**config.mk**
```make
export PLATFORM = sky130hd
export DESIGN_NAME = alu_arbiter
export DESIGN_NICKNAME = d
export VERILOG_FILES = /design/src/rtl/alu_arbiter_pkg.sv /design/src/rtl/alu_arbiter_picker.sv /design/src/rtl/behavioral_ALU.sv /design/src/rtl/alu_arbiter.sv
export SDC_FILE = /design/constraint.sdc
export NUM_CORES = 1
export LEC_CHECK = 0
export ABC_CLOCK_PERIOD_IN_PS = 3600
export BUFFER_PORTS_ARGS = -buffer_cell sky130_fd_sc_hd__buf_4
export CAP_MARGIN = 0
export CORE_MARGIN = 2
export CORE_UTILIZATION = 40
export CTS_CLUSTER_SIZE = 25
export DETAILED_ROUTE_END_ITERATION = 12
export PLACE_DENSITY = 0.66
export SETUP_SLACK_MARGIN = 0.4
export SLEW_MARGIN = 20
export SYNTH_ARGS = -nofsm -noshare
export SYNTH_HDL_FRONTEND = slang
export SYNTH_SLANG_ARGS = --single-unit
```
**constraint.sdc**
```tcl
create_clock -name clk -period 3.6 [get_ports clk]
set_clock_uncertainty 0.1 [all_clocks]
set_input_delay 0.72 -clock clk [delete_from_list [all_inputs] [get_ports clk]]
set_output_delay 0.72 -clock clk [all_outputs]
set_load 0.02 [all_outputs]
```
**src/rtl/alu_arbiter_pkg.sv**
```systemverilog
// Shared types and constants for the ALU arbiter slice.
package alu_arbiter_pkg;

    localparam int ALU_W = 16;
    localparam int OPC_W = 3;

    typedef enum logic [1:0] {
        IDLE,
        EXEC,
        RESP
    } state_t;

endpackage

```
**src/rtl/alu_arbiter_picker.sv**
```systemverilog
// Combinational grant picker. Round-robin from ptr by default; with
// ALU_ARBITER_FIXED_PRIO_EN defined the lowest valid index always wins.
module alu_arbiter_picker #(
    parameter int NREQ = 4,
    parameter int IDW  = $clog2(NREQ)
) (
    input  logic [NREQ-1:0] req_valid,
    input  logic [IDW-1:0]  ptr,
    output logic [NREQ-1:0] gnt,
    output logic [IDW-1:0]  gnt_idx,
    output logic            any
);

`ifdef ALU_ARBITER_FIXED_PRIO_EN
    logic unused_ptr;
    assign unused_ptr = ^ptr;

    // Lowest-index valid requester wins
    always_comb begin
        gnt     = '0;
        gnt_idx = '0;
        any     = 1'b0;
        for (int i = 0; i < NREQ; i++) begin
            if (!any && req_valid[i]) begin
                any     = 1'b1;
                gnt[i]  = 1'b1;
                gnt_idx = IDW'(i);
            end
        end
    end
`else
    int idx;

    // First valid requester scanning ptr, ptr+1, ... with wrap
    always_comb begin
        gnt     = '0;
        gnt_idx = '0;
        any     = 1'b0;
        idx     = 0;
        for (int i = 0; i < NREQ; i++) begin
            idx = int'(ptr) + i;
            if (idx >= NREQ) idx = idx - NREQ;
            if (!any && req_valid[idx]) begin
                any      = 1'b1;
                gnt[idx] = 1'b1;
                gnt_idx  = IDW'(idx);
            end
        end
    end
`endif

endmodule

```
**src/rtl/behavioral_ALU.sv**
```systemverilog
// Shared combinational ALU used behind the arbiter.
// Opcodes: 0 add-with-carry, 1 subtract-with-borrow, 2 and, 3 or, 4 xor,
// 5 not A, 6 shift-left through carry, 7 shift-right through carry.
module behavioral_ALU
    import alu_arbiter_pkg::*;
#(
    parameter int W = ALU_W
) (
    input  logic [W-1:0]     A,
    input  logic [W-1:0]     B,
    input  logic             C,
    input  logic [OPC_W-1:0] opcode,
    output logic [W-1:0]     outW,
    output logic             zer,
    output logic             neg
);

    logic [W-1:0] cin;
    assign cin = {{(W-1){1'b0}}, C};

    // Result mux; flags derive from the selected result
    always_comb begin
        outW = '0;
        case (opcode)
            3'd0:    outW = A + B + cin;
            3'd1:    outW = A - B - cin;
            3'd2:    outW = A & B;
            3'd3:    outW = A | B;
            3'd4:    outW = A ^ B;
            3'd5:    outW = ~A;
            3'd6:    outW = {A[W-2:0], C};
            3'd7:    outW = {C, A[W-1:1]};
            default: outW = '0;
        endcase
    end

    assign zer = (outW == '0);
    assign neg = outW[W-1];

endmodule

```
**src/rtl/alu_arbiter.sv**
```systemverilog
// Shares one behavioral_ALU between NREQ requesters: accept, execute for
// one cycle, hold the result until the consumer takes it.
// Optional macro ALU_ARBITER_FIXED_PRIO_EN selects fixed priority.
module alu_arbiter
    import alu_arbiter_pkg::*;
#(
    parameter int NREQ = 4,
    parameter int W    = ALU_W
) (
    input  logic                      clk,
    input  logic                      rst,
    input  logic [NREQ-1:0]           req_valid,
    output logic [NREQ-1:0]           req_ready,
    input  logic [NREQ*W-1:0]         req_a,
    input  logic [NREQ*W-1:0]         req_b,
    input  logic [NREQ-1:0]           req_c,
    input  logic [NREQ*OPC_W-1:0]     req_opc,
    output logic                      rsp_valid,
    input  logic                      rsp_ready,
    output logic [$clog2(NREQ)-1:0]   rsp_id,
    output logic [W-1:0]              rsp_w,
    output logic                      rsp_zer,
    output logic                      rsp_neg,
    output logic                      busy
);

    localparam int IDW = $clog2(NREQ);

    state_t           state;
    logic [IDW-1:0]   ptr;
    logic [NREQ-1:0]  gnt;
    logic [IDW-1:0]   gnt_idx;
    logic             any;

    logic [W-1:0]     op_a;
    logic [W-1:0]     op_b;
    logic             op_c;
    logic [OPC_W-1:0] op_opc;
    logic [IDW-1:0]   op_id;

    logic [W-1:0]     alu_w;
    logic             alu_zer;
    logic             alu_neg;

    logic [W-1:0]     a_arr   [NREQ];
    logic [W-1:0]     b_arr   [NREQ];
    logic [OPC_W-1:0] opc_arr [NREQ];

    for (genvar i = 0; i < NREQ; i++) begin : g_unpack
        assign a_arr[i]   = req_a[i*W +: W];
        assign b_arr[i]   = req_b[i*W +: W];
        assign opc_arr[i] = req_opc[i*OPC_W +: OPC_W];
    end

    alu_arbiter_picker #(
        .NREQ (NREQ),
        .IDW  (IDW)
    ) u_picker (
        .req_valid (req_valid),
        .ptr       (ptr),
        .gnt       (gnt),
        .gnt_idx   (gnt_idx),
        .any       (any)
    );

    // Accept strobe only while idle; rsp_ready has no path here
    assign req_ready = (state == IDLE && !rst) ? gnt : '0;

    behavioral_ALU #(
        .W (W)
    ) u_alu (
        .A      (op_a),
        .B      (op_b),
        .C      (op_c),
        .opcode (op_opc),
        .outW   (alu_w),
        .zer    (alu_zer),
        .neg    (alu_neg)
    );

    // Control FSM with operand and response registers
    always_ff @(posedge clk) begin
        if (rst) begin
            state     <= IDLE;
            ptr       <= '0;
            busy      <= 1'b0;
            rsp_valid <= 1'b0;
            rsp_w     <= '0;
            rsp_zer   <= 1'b0;
            rsp_neg   <= 1'b0;
            rsp_id    <= '0;
            op_a      <= '0;
            op_b      <= '0;
            op_c      <= 1'b0;
            op_opc    <= '0;
            op_id     <= '0;
        end else begin
            case (state)
                IDLE: begin
                    if (any) begin
                        op_a   <= a_arr[gnt_idx];
                        op_b   <= b_arr[gnt_idx];
                        op_c   <= req_c[gnt_idx];
                        op_opc <= opc_arr[gnt_idx];
                        op_id  <= gnt_idx;
                        busy   <= 1'b1;
                        state  <= EXEC;
                    end
                end
                EXEC: begin
                    rsp_w     <= alu_w;
                    rsp_zer   <= alu_zer;
                    rsp_neg   <= alu_neg;
                    rsp_id    <= op_id;
                    rsp_valid <= 1'b1;
                    state     <= RESP;
                end
                RESP: begin
                    if (rsp_ready) begin
                        rsp_valid <= 1'b0;
                        busy      <= 1'b0;
                        state     <= IDLE;
`ifndef ALU_ARBITER_FIXED_PRIO_EN
                        ptr       <= (rsp_id == IDW'(NREQ-1)) ? '0 : rsp_id + 1'b1;
`endif
                    end
                end
                default: state <= IDLE;
            endcase
        end
    end

endmodule

```
Word-level counts from Yosys, hierarchy flattened

Index checks and enable logic that the tools add are counted.

Word-level logic and storage cells: 138
Input bits: 151
Register bits after elaboration: 64
Output and inout bits: 26

Bitwise gates (word level): 8
Equality and inequality tests: 12
$lt $le $gt $ge: 14
Reduce and logical (&&, ||, !) cells: 22
Mux-type cells: 57
Add/sub/neg operators: 12

Operator list:

| operator                                                                             | count |
|---|---|
| 32-bit by 1-bit greater-or-equal comparator with 1-bit output, second input constant | 4 |
| 32-bit by 4-bit < comparator with 1-bit output, second input constant                | 4 |
| 32-bit two-way mux                                                                   | 4 |
| 16-bit one-hot mux with 8 select lines                                               | 1 |
| 32-bit by 4-bit greater-or-equal comparator with 1-bit output, second input constant | 3 |
| 32-bit by 4-bit subtractor with 32-bit output, second input constant                 | 3 |
| 16-bit binary-select mux with 2-bit select                                           | 2 |
| 16-bit two-way mux                                                                   | 4 |
| 4-bit two-way mux                                                                    | 5 |
| 1-bit two-way mux                                                                    | 19 |
| 16-bit by 1-bit adder with 16-bit output                                             | 1 |
| 16-bit adder                                                                         | 1 |
| 16-bit bitwise AND                                                                   | 1 |
| 16-bit zero test                                                                     | 1 |
| 16-bit NOT                                                                           | 1 |
| 16-bit OR                                                                            | 1 |
| 16-bit by 1-bit subtractor with 16-bit output                                        | 1 |
| 16-bit subtractor                                                                    | 1 |
| 16-bit XOR                                                                           | 1 |
| 2-bit two-way mux                                                                    | 7 |
| 3-bit equality test, second input constant                                           | 4 |
| 4-bit OR                                                                             | 3 |
| 1-bit binary-select mux with 2-bit select                                            | 5 |
| 1-bit demux with 2-bit select                                                        | 4 |
| 24 further kinds                                                                     | 44 |

Longest topological paths before layout

Gate-level depths: netlist of the first run.

Depth in word-level cells: 19
Depth in mapped cells: 14
Gate-level depth less buffers: 13

Modules after synthesis

A second synthesis of the first run with hierarchy kept.

Cells, all modules: 726
Area total of the unflattened synthesis: 6640.1 sq um

By module, submodules not included:

| module             | area an instance (sq um) | instances | cells each | seq. area each (sq um) |
|---|---|---|---|---|
| behavioral_ALU     | 3116.7                   | 1         | 430        | 0.0 |
| alu_arbiter        | 3062.9                   | 1         | 248        | 1281.2 |
| alu_arbiter_picker | 460.4                    | 1         | 48         | 0.0 |

Worst setup path after synthesis of the first run

OpenSTA, ideal clock, no wires.

Path type: register to output
Start: reg ptr[0]
End: out req_ready[1]
Stages on the path, launching flop included: 11
Buffers on the path: 2
Data required time: 2780 ps
Data arrival time: 2733 ps
Path slack: 47 ps
Cells stage by stage: dfxtp_1 > buf_6 > clkbuf_8 > inv_1 > ha_1 > mux4_2 > or2_4 > nor2_1 > and2_1 > a221oi_1 > nor2_1

Word-level cells in the longest chain between the ends: 16
Elaborated cells between the ends (all ways): 64
Those cells by class: add/sub (7); order compare (12); mux (32); bitwise (3); reduce/logical (10)

Ends and longest elaborated chain:

| what                                                                                                   | line                     | RTL |
|---|---|---|
| from (decl)                                                                                            | alu_arbiter.sv:30        | `logic [IDW-1:0] ptr;` |
| from (signal assigned)                                                                                 | alu_arbiter.sv:124       | `ptr <= (rsp_id == IDW'(NREQ-1)) ? '0 : rsp_id + 1'b1;` |
| parallel branches: the longest is 14 deep, another holds 32-bit by 4-bit subtractor with 32-bit output | n/a                      |  |
| 4-bit two-way mux *                                                                                    | alu_arbiter_picker.sv:43 | `if (!any && req_valid[idx]) begin` |
| 4-bit two-way mux *                                                                                    | alu_arbiter.sv:67        | `assign req_ready = (state == IDLE && !rst) ? gnt : '0;` |
| to (decl)                                                                                              | alu_arbiter.sv:13        | `output logic [NREQ-1:0] req_ready,` |

Every way passes the cells marked *. The select of a mux whose other input is x is not followed.

Worst setup path in the final report of the first run

Ends and elaborated chain as after synthesis.

==> results.py, run 1 <==
metrics = {
    "floorplan": {
        "die_width_um": 132,
        "io_pins": 177,
        "start_util_pct": 41.0,
        "die_area_mm2": 0.0174,
        "placementRows": 46,
        "die_h_um": 132,
        "core_area_mm2": 0.0159,
    },
    "synth": {
        "yosysSeqAreaShare_pct": 19.3,
        "muxShareOfSynthArea_pct": 18.1,
        "synth_top_family_by_area": "compound AO/OA/AOI/OAI gates",
        "synth_xor_area_share_pct": 2.55,
        "synth_compound_area_share_pct": 24.2,
        "synth-edff-count": 0,
        "yosys_most_used_dff": "dfxtp_1",
        "synth_seq_cells": 63,
        "syn_area_mm2": 0.00653,
        "synthCells": 730,
        "syn-num-nets": 951,
        "ys_warn_count": 0,
        "synth_cell_types": 71,
        "async_reset_ff_share_pct": 0,
        "syn_area_per_cell_um2": 8.95,
        "synth_fa_ha_area_share_pct": 13.9,
        "synthSimpleGateAreaFrac_pct": 14.7,
    },
    "power_and_ir_drop": {
        "power_mw": 4.59,
        "cellPowerDensity_mw_per_mm2": 498,
        "p_leak_nw": 3.90,
        "ir_drop_mv": 0.277,
    },
    "layout": {
        "drive_above_1_share_pct": 40.7,
        "final_cells": 1171,
        "finalCoreUtilization_pct": 57.8,
        "diodes": 0,
        "num-nets-final": 1171,
        "finish.instance_area_mm2": 0.00922,
        "area_growth_pct": 41.1,
    },
    "run_status": {
        "outcome": "finished, final reports clean",
    },
    "placed_design": {
        "dp_hpwl_um": 14800,
        "placedInstanceArea_mm2": 0.00820,
        "dp_cells": 1111,
        "gp_congestion": 0.938,
        "numPortBuffers": 176,
    },
    "sta": {
        "max_freq_ghz": 0.313,
        "setup_viol": 0,
        "tns_ns": 0,
        "slew_viol_final": 0,
        "relSlewSlack_pct": 52.3,
        "final.min_clock_period_ns": 3.19,
        "worst_slew_pin_slew_ns": 0.711,
        "rsz0062_at_grt": "true",
        "hold_viol": 0,
        "finalCritPeriodShare_pct": 88.6,
    },
    "grt": {
        "grt_usage_pct": 22.2,
        "overflow": 0,
        "antenna_found_initial": 0,
        "grt_max_degree": 38,
        "grt_pass1_vias": 6370,
        "grt_pass1_wl_um": 31600,
    },
    "drt": {
        "via_count": 6531,
        "finalWirelength_um": 20500,
        "wl_per_cell_um": 17.5,
        "drt.antenna.violating_nets": 0,
        "first_iter_violations": 461,
        "drcViolationCount": 0,
        "first_pass_iters": 5,
        "vias_per_cell": 5.58,
    },
    "clocking": {
        "clk_latency_ns": 0.34,
        "cts-htree-levels": 3,
        "cts_tree": "yes",
        "clockBufferDepth": 2,
        "numCtsBuffers": 9,
        "clk_pin_slew_ns": 0.05,
        "cts_sinks": 63,
        "cts_hold_buf": 0,
        "root_buffer": "clkbuf_16",
    },
    "worst_hold_path": {
        "hold_class": "reg -> reg",
    },
    "critical_path": {
        "arrival_ns": 2.37,
        "setup.worst_path.end_class": "output pin",
        "cp-start-kind": "flop",
        "crit_type": "reg -> out",
        "critPathRequiredTime_ns": 2.78,
        "worstPathMaxFanout": 6,
    },
    "job": {
        "maxCapViolCount": 0,
    },
}
==> layer usage <==
metal	GRT usage [%]	wire length, um	share of wire, %	vias up
li1	-	-	-	3169
met4	6.58	459	2.2	0
met2	35.5	9400	46	247
met1	30.3	9410	46	3085
met3	4.88	1220	6.0	30
met5	0	0	0	-
==> power breakdown <==
part | total, mW | switching [mW] | internal, mW
clock | 0.870 | 0.318 | 0.553
combinational | 2.80 | 1.46 | 1.34
sequential | 0.917 | 0.112 | 0.805
==> logic make-up (layout without fill, tap and decap cells) <==
family | after synthesis | count (layout)
XOR/XNOR | 19 | 19
adder cells (fa/ha/maj) | 70 | 70
buffers and inverters | 104 | 329
AND/OR/NAND/NOR | 196 | 196
flip-flops | 63 | 63
multiplexers | 60 | 60
AO/OA/AOI/OAI | 218 | 218
==> through the flow <==
stage	setup WS (ns)	hold WS [ns]
finish	0.410	0.354
global route	0.280	0.369
CTS	0.380	0.355
detailed placement	0.136	0.349
global placement	0.216	0.346
floorplan	0.389	0.331
==> sequential cells by signal, indices dropped and copies added, names as in the netlist <==
register and cells:
busy 1, op_a 16, op_b 16, op_c 1
op_id 2, op_opc 3, ptr 2, rsp_id 2
rsp_valid 1, rsp_w 16, rsp_zer 1, state 2
==> cell usage after synthesis, drive strengths merged, types with 6 or more instances <==
| library cell | n | share of area (%) |
|---|---|---|
| dfxtp | 63 | 19 |
| mux2i | 14 | 2.1 |
| nand3 | 12 | 0.92 |
| nor3 | 12 | 0.92 |
| and2 | 7 | 0.67 |
| clkbuf | 19 | 1.2 |
| a211oi | 16 | 1.9 |
| o22ai | 8 | 0.77 |
| a22o | 40 | 5.4 |
| a21oi | 36 | 2.8 |
| a22oi | 10 | 1.1 |
| mux4 | 44 | 16 |
| inv | 60 | 3.4 |
| nor2 | 54 | 3.1 |
| nand2 | 60 | 3.4 |
| a21o | 6 | 0.69 |
| buf | 25 | 2.6 |
| a31oi | 7 | 0.67 |
| xor2 | 11 | 1.5 |
| a221oi | 9 | 1.2 |
| nand2b | 14 | 1.3 |
| o21ai | 39 | 3.2 |
| ha | 66 | 13 |
| xnor2 | 8 | 1.1 |
| nor2b | 10 | 1.2 |
==> worst max-delay path, stage by stage, from the launching register on <==
cell      delay (ns)
dfxtp_2         0.35
inv_4           0.05
ha_4            0.26
mux4_2          0.52
buf_6           0.16
nor2b_4         0.20
a22oi_1         0.09
nor2_1          0.12
a221oi_2        0.05
nor2_2          0.11
buf_6           0.12
==> layout make-up <==
type | count | area (um2)
fillers | 1462 | 6720
multi-input cells | 563 | 5070
repair buffers | 253 | 2080
flip-flops and latches | 63 | 1280
well taps | 216 | 270
clock buffers | 11 | 243
inverters | 60 | 228
clock inverters | 5 | 57.6
==> cell usage in the layout (no fill, tap or decap), types with 6 or more instances in the layout <==
cell,Yosys,final
dfxtp_2,0,6
o21ai_0,37,32
ha_2,0,7
a21oi_1,36,35
mux4_2,37,41
buf_4,1,231
nand2_1,60,59
nor3_1,12,10
inv_2,1,6
a22oi_1,10,8
a211oi_1,15,11
nand2b_1,14,13
nand3_1,12,12
a21o_1,6,6
mux2i_1,14,14
dfxtp_1,63,55
a31oi_1,7,6
xnor2_1,8,8
inv_1,59,53
buf_6,8,14
ha_1,66,56
o22ai_1,8,8
a22o_1,40,40
clkbuf_16,0,13
nor2_1,53,48
nor2b_1,8,7
xor2_1,11,11
==> what timing repair did <==
item                       in CTS  in global routing
gates resized for setup        21                 67
buffers inserted               21                 16
setup endpoints to repair       7                 45
pin swaps                      10                 27
gates cloned                    0                  7
==> path summary, 6_finish.rpt <==
path | startpoint | to | slack [ns] | cells after the start
hold / removal | rsp_w[6] | rsp_w[6] | 0.35 | 2
setup / recovery | ptr[0] | req_ready[1] | 0.41 | 10
setup reg to reg | ptr[0] | op_c | 0.41 | 10
hold reg to reg | rsp_w[6] | rsp_w[6] | 0.35 | 2
No activity file was read; power rests on OpenSTA's default activity.
==> inputs of run 2 (changes only) <==
--- a/config.mk
+++ b/config.mk
@@ -5,14 +5,14 @@
 export SDC_FILE = /design/constraint.sdc
 export NUM_CORES = 1
 export LEC_CHECK = 0
+export ABC_AREA = 1
 export ABC_CLOCK_PERIOD_IN_PS = 3600
 export BUFFER_PORTS_ARGS = -buffer_cell sky130_fd_sc_hd__buf_4
-export CAP_MARGIN = 0
+export CAP_MARGIN = 10
 export CORE_MARGIN = 2
 export CORE_UTILIZATION = 40
 export CTS_CLUSTER_SIZE = 25
 export DETAILED_ROUTE_END_ITERATION = 12
-export PLACE_DENSITY = 0.66
 export SETUP_SLACK_MARGIN = 0.4
 export SLEW_MARGIN = 20
 export SYNTH_ARGS = -nofsm -noshare
==> run 2 against run 1 <==
Wire length increased by 22%. Sequential share of layout area decreased by 0.50 points. Die area increased by 17%. Largest cell class unchanged. Largest power group unchanged. Register-to-register slack improved by 0.12 ns. Clock-buffer cell count unchanged. Non-clock buffer count decreased by 53. Critical path depth increased by 4. First-iteration DRC count increased by 29%. Synthesized cell count increased by 81%.
==> results.py, run 2 <==
metrics = {
    "power_and_ir_drop": {
        "pwr-share-comb_pct": 67.6,
        "cellPowerDensity_mw_per_mm2": 572,
        "power_frac_clock_pct": 14.4,
        "p_leak_nw": 5.43,
        "seqPwrFrac_pct": 18.0,
        "internal-power_mw": 2.61,
        "ir_drop_mv": 0.224,
        "power.switching_mw": 2.80,
        "switching_share_pct": 51.7,
        "power_mw": 5.42,
    },
    "synth": {
        "yosys_most_used_dff": "dfxtp_1",
        "synth_top_family_by_area": "simple AND/OR/NAND/NOR gates",
        "syn-num-nets": 1541,
        "synth_fa_ha_area_share_pct": 11.8,
        "synth_compound_area_share_pct": 16.2,
        "synth-edff-count": 0,
        "synth_common_cells": "nand2_1, inv_1, nand3_1, nor2_1, ha_1",
        "syn_area_mm2": 0.00767,
        "yosysTopAreaCellShare_pct": 18.1,
        "synthSimpleGateAreaFrac_pct": 36.9,
        "synthCells": 1320,
        "async_reset_ff_share_pct": 0,
        "ys_warn_count": 0,
        "muxShareOfSynthArea_pct": 0,
        "yosysTopAreaCell": "nand2_1",
        "synth_cell_types": 45,
        "yosysSeqAreaShare_pct": 16.5,
        "yosys-top-cells-area": "nand2_1, dfxtp_1, inv_1",
        "syn_area_per_cell_um2": 5.81,
        "synth_xor_area_share_pct": 0.457,
        "synth_seq_cells": 63,
        "synth.most_common_cell": "nand2_1",
    },
    "sta": {
        "final.min_clock_period_ns": 3.07,
        "worst_slew_pin_slew_ns": 0.907,
        "slew_viol_final": 0,
        "rsz0062_at_grt": "false",
        "hold_viol": 0,
        "finalCritPeriodShare_pct": 85.2,
        "tns_ns": 0,
        "relSlewSlack_pct": 39.5,
        "setup_viol": 0,
        "max_freq_ghz": 0.326,
    },
    "placed_design": {
        "numPortBuffers": 176,
        "dp_hpwl_um": 20500,
        "dp_cells": 1708,
        "gp_congestion": 0.928,
        "placedInstanceArea_mm2": 0.00916,
    },
    "floorplan": {
        "die_h_um": 142,
        "start_util_pct": 40.8,
        "placementRows": 50,
        "die_area_mm2": 0.0203,
        "io_pins": 177,
        "die_width_um": 142,
        "core_area_mm2": 0.0188,
    },
    "clocking": {
        "cts.repair.resized": 0,
        "cts_setup_buffers": 0,
        "cts_tree": "yes",
        "clockBufferDepth": 2,
        "root_buffer": "clkbuf_16",
        "numCtsBuffers": 9,
        "cts_sinks": 63,
        "clk_pin_slew_ns": 0.05,
        "cts_hold_buf": 0,
        "cts-htree-levels": 3,
        "clk_latency_ns": 0.33,
    },
    "drt": {
        "drcViolationCount": 0,
        "first_pass_iters": 5,
        "via_count": 8588,
        "drt.antenna.violating_nets": 0,
        "vias_per_cell": 4.98,
        "first_iter_violations": 593,
        "finalWirelength_um": 25100,
        "wl_per_cell_um": 14.5,
    },
    "layout": {
        "final_cell_mix": "nand2_1, inv_1, buf_4",
        "final_common_cell": "nand2_1",
        "final_cells": 1724,
        "reg_top3": "op_a: 16 flops, op_b: 16 flops, rsp_w: 16 flops",
        "seqCellArea_mm2": 0.00126,
        "drive_above_1_share_pct": 18.9,
        "n_fill_cell": 2004,
        "num-nets-final": 1707,
        "finish.instance_area_mm2": 0.00947,
        "multi_input_comb_area_mm2": 0.00506,
        "diodes": 0,
        "area_growth_pct": 23.5,
        "finalCoreUtilization_pct": 50.4,
    },
    "job": {
        "maxCapViolCount": 0,
    },
    "critical_path": {
        "r2r-start": "ptr[1]",
        "crit_path_end": "op_b[15]",
        "worstPathMaxFanout": 23,
        "regToRegEndpoint": "op_b[15]",
        "crit_path_start": "ptr[1]",
        "critPathRequiredTime_ns": 3.73,
        "crit_type": "reg -> reg",
        "setup.worst_path.end_class": "flop",
        "rr_worst_depth": 14,
        "cp_slowest_stage_delay_ns": 0.56,
        "cp-start-kind": "flop",
        "slowest_stage": "nand3_2",
        "arrival_ns": 3.20,
        "r2r_setup_slack_ns": 0.53,
        "cp_cell_sequence": "inv_2 -> ha_1 -> inv_1 -> nand2_1 -> o21ai_4 -> o21ai_2 -> inv_1 -> nand2_1 -> nand3_2 -> or2_1 -> nand3_1 -> nand3_1 -> nand2_1 -> inv_1",
    },
    "grt": {
        "grt_usage_pct": 24.4,
        "grt_max_degree": 47,
        "antenna_found_initial": 0,
        "grt_pass1_wl_um": 39800,
        "grt_pass1_vias": 8016,
        "overflow": 0,
    },
    "worst_hold_path": {
        "hold_class": "reg -> reg",
        "holdCritStartpoint": "busy",
    },
    "run_status": {
        "outcome": "finished, final reports clean",
    },
}
==> run 2: cells by family (layout without fill, tap and decap cells) <==
| group | Yosys count | in the layout |
|---|---|---|
| buffers and inverters | 335 | 504 |
| adder cells (fa/ha/maj) | 70 | 70 |
| flip-flops | 63 | 63 |
| AO/OA/AOI/OAI | 195 | 195 |
| AND/OR/NAND/NOR | 653 | 654 |
| XOR/XNOR | 4 | 4 |
==> run 2: stage by stage <==
| stage | worst slack (ns) | hold WS (ns) |
|---|---|---|
| 2_1_floorplan | 1.01 | 0.330 |
| 3_3_place_gp | 0.516 | 0.355 |
| 3_5_place_dp | 0.489 | 0.360 |
| 4_1_cts | 0.406 | 0.369 |
| 5_1_grt | 0.401 | 0.401 |
| 6_report | 0.534 | 0.376 |
==> run 2: worst min-delay path by stage <==
stage	endpoint	slack, ns	cells after the start
after CTS	rsp_id[1]	0.37	2
after floorplan	rsp_id[1]	0.33	2
final	busy	0.38	2
after global routing	busy	0.40	2
after detailed placement	rsp_id[1]	0.36	2
after global placement	rsp_id[1]	0.35	2
==> run 2: layer usage <==
| metal | part of all wire [%] | vias to the layer above | wire, um | track usage (%) |
|---|---|---|---|---|
| met5 | 0 | - | 0 | 0 |
| li1 | - | 4458 | - | - |
| met4 | 2.5 | 0 | 622 | 7.45 |
| met3 | 6.0 | 29 | 1500 | 3.50 |
| met1 | 48 | 3818 | 12000 | 34.5 |
| met2 | 43 | 283 | 10900 | 38.4 |
==> run 2: layout make-up <==
cell class                      instances  area share, %
Multi-Input combinational cell        923           53.4
Tap cell                              234           3.09
Timing Repair Buffer                  200           15.9
Sequential cell                        63           13.3
Inverter                              289           11.5
Clock buffer                           11           2.56
Clock inverter                          4          0.238
==> run 2: power groups by stage <==
stage	Sequential, mW	Combinational [mW]	Clock (mW)
finish	0.972	3.66	0.780
global route	0.990	4.12	0.824
CTS	0.969	3.61	0.801
detailed placement	0.982	3.59	0
global placement	0.978	3.56	0
floorplan	1.00	2.56	0
==> run 2: critical path, delay by kind of cell, from the launching register on <==
| kind | cells | cell delay [ns] |
|---|---|---|
| AOI/OAI and AO/OA | 2 | 0.24 |
| buffers and inverters | 4 | 0.27 |
| and+or+nand+nor | 7 | 1.64 |
| DFF | 1 | 0.38 |
| adders and majority gates | 1 | 0.33 |
==> inputs of run 3 (changes only) <==
--- a/config.mk
+++ b/config.mk
@@ -6,12 +6,12 @@
 export NUM_CORES = 1
 export LEC_CHECK = 0
 export ABC_AREA = 1
-export ABC_CLOCK_PERIOD_IN_PS = 3600
+export ABC_CLOCK_PERIOD_IN_PS = 3500
 export BUFFER_PORTS_ARGS = -buffer_cell sky130_fd_sc_hd__buf_4
 export CAP_MARGIN = 10
 export CORE_MARGIN = 2
 export CORE_UTILIZATION = 40
-export CTS_CLUSTER_SIZE = 25
+export CTS_CLUSTER_SIZE = 12
 export DETAILED_ROUTE_END_ITERATION = 12
 export SETUP_SLACK_MARGIN = 0.4
 export SLEW_MARGIN = 20
==> constraint.sdc (replaced) <==
create_clock -name clk -period 3.5 [get_ports clk]
set_clock_uncertainty 0.1 [all_clocks]
set_input_delay 0.7 -clock clk [delete_from_list [all_inputs] [get_ports clk]]
set_output_delay 0.7 -clock clk [all_outputs]
set_load 0.02 [all_outputs]
==> run 3 against run 2 <==
Cell count up 0.41%. Hold slack got worse by 0.011 ns. Global-route usage is 0.21 points higher.
==> results.py, run 3 (synthesized netlist as in run 2, its figures left out) <==
metrics = {
    "floorplan": {
        "io_pins": 177,
        "die_area_mm2": 0.0203,
        "core_area_mm2": 0.0188,
        "placementRows": 50,
        "die_width_um": 142,
        "die_h_um": 142,
        "start_util_pct": 40.8,
    },
    "sta": {
        "finalCritPeriodShare_pct": 85.0,
        "rsz0062_at_grt": "false",
        "final.min_clock_period_ns": 2.98,
        "tns_ns": 0,
        "max_freq_ghz": 0.336,
        "setup_viol": 0,
        "fin_hold_ws_ns": 0.366,
        "worst_slew_pin_slew_ns": 0.924,
        "slew_viol_final": 0,
        "setup_ws_ns": 0.524,
        "hold_viol": 0,
        "relSlewSlack_pct": 38.3,
    },
    "layout": {
        "final_cells": 1731,
        "finalCoreUtilization_pct": 51.2,
        "area_growth_pct": 25.3,
        "reg_top3": "op_a: 16 flops, op_b: 16 flops, rsp_w: 16 flops",
        "final_cell_mix": "nand2_1, inv_1, buf_4",
        "final_common_cell": "nand2_1",
        "drive_above_1_share_pct": 20.0,
        "diodes": 0,
        "finish.instance_area_mm2": 0.00961,
        "num-nets-final": 1713,
    },
    "clocking": {
        "clk_latency_ns": 0.34,
        "cts_tree": "yes",
        "clockBufferDepth": 2,
        "cts-htree-levels": 3,
        "numCtsBuffers": 9,
        "clk_pin_slew_ns": 0.06,
        "root_buffer": "clkbuf_16",
        "cts_hold_buf": 0,
        "cts_sinks": 63,
    },
    "placed_design": {
        "placedInstanceArea_mm2": 0.00921,
        "numPortBuffers": 176,
        "dp_slack_ns": 0.389,
        "gp_congestion": 0.953,
        "dp_hpwl_um": 20700,
        "dp_cells": 1714,
    },
    "critical_path": {
        "worstPathMaxFanout": 7,
        "cp-start-kind": "flop",
        "r2r_setup_slack_ns": 0.63,
        "critPathRequiredTime_ns": 2.70,
        "r2r-start": "ptr[0]",
        "crit_type": "reg -> out",
        "arrival_ns": 2.18,
        "regToRegEndpoint": "op_b[1]",
        "crit_path_start": "ptr[0]",
        "crit_path_end": "req_ready[2]",
        "setup.worst_path.end_class": "output pin",
        "rr_worst_depth": 14,
    },
    "power_and_ir_drop": {
        "ir_drop_mv": 0.213,
        "p_leak_nw": 5.48,
        "power_mw": 5.77,
        "internal-power_mw": 2.85,
        "power_frac_clock_pct": 16.7,
        "cellPowerDensity_mw_per_mm2": 600,
        "seqPwrFrac_pct": 17.2,
        "pwr-share-comb_pct": 66.1,
        "power.switching_mw": 2.91,
        "switching_share_pct": 50.5,
    },
    "drt": {
        "vias_per_cell": 4.96,
        "drt.antenna.violating_nets": 0,
        "drcViolationCount": 0,
        "finalWirelength_um": 25200,
        "first_pass_iters": 7,
        "first_iter_violations": 566,
        "via_count": 8578,
        "wl_per_cell_um": 14.6,
    },
    "run_status": {
        "outcome": "finished, final reports clean",
    },
    "job": {
        "maxCapViolCount": 0,
    },
    "grt": {
        "overflow": 0,
        "antenna_found_initial": 0,
        "grt_max_degree": 53,
        "grt_usage_pct": 24.6,
        "grt_pass1_vias": 7956,
        "grt_pass1_wl_um": 39800,
    },
    "worst_hold_path": {
        "hold_class": "reg -> reg",
    },
}
run 3: changes by cell type in the layout (fill, tap and decap cells not counted), moves of 3 or more:
cell | previous run | this run
nor2_1 | 70 | 67
buf_4 | 200 | 206
ha_1 | 62 | 59
nor2_2 | 4 | 7
run 3: power by group through the flow:
stage	Combinational, mW	Clock (mW)	Sequential (mW)
2_1_floorplan	2.63	0	1.03
3_3_place_gp	3.69	0	1.00
3_5_place_dp	3.71	0	1.01
4_1_cts	3.74	0.978	0.993
5_1_grt	4.30	1.01	1.01
6_report	3.81	0.963	0.993
run 3: cell type report:
cell class | count | area, um2
fillers | 1987 | 9160
repair buffers | 206 | 1550
flip-flops and latches | 63 | 1260
clock buffers | 9 | 225
clock inverters | 7 | 95.1
inverters | 289 | 1080
multi-input cells | 923 | 5100
well taps | 234 | 293
run 3: worst min path at each step:
stage             start   endpoint  slack, ns  cells past startpoint
5_1_grt        op_id[1]   op_id[1]       0.40                      2
6_report       op_id[1]   op_id[1]       0.37                      2
2_1_floorplan  op_id[1]  rsp_id[1]       0.33                      2
3_5_place_dp   op_id[1]   op_id[1]       0.36                      2
4_1_cts        op_id[1]  rsp_id[1]       0.37                      2
3_3_place_gp   op_id[1]   op_id[1]       0.35                      2
run 3: routing by layer:
metal  global-route usage [%]  vias to the layer above  share of wire (%)
met5                        0                        -                  0
met4                     7.03                        0                2.0
met3                     3.57                       27                6.4
met2                     38.0                      307                 43
met1                     35.6                     3777                 48
li1                         -                     4467                  -
run 3: worst max-delay path: stages, from the launching register on:
cell	delay, ns
dfxtp_1	0.35
inv_2	0.10
ha_4	0.29
inv_1	0.08
o21ai_4	0.23
inv_2	0.05
nor2_2	0.20
a22oi_1	0.10
o21ai_0	0.08
o21ai_0	0.11
inv_1	0.10
buf_4	0.14
run 3: what timing repair did:
action | in CTS | in global routing
gates cloned | 0 | 1
gates resized for setup | 4 | 19
buffers inserted | 0 | 0
setup endpoints to repair | 5 | 36
pin swaps | 0 | 2
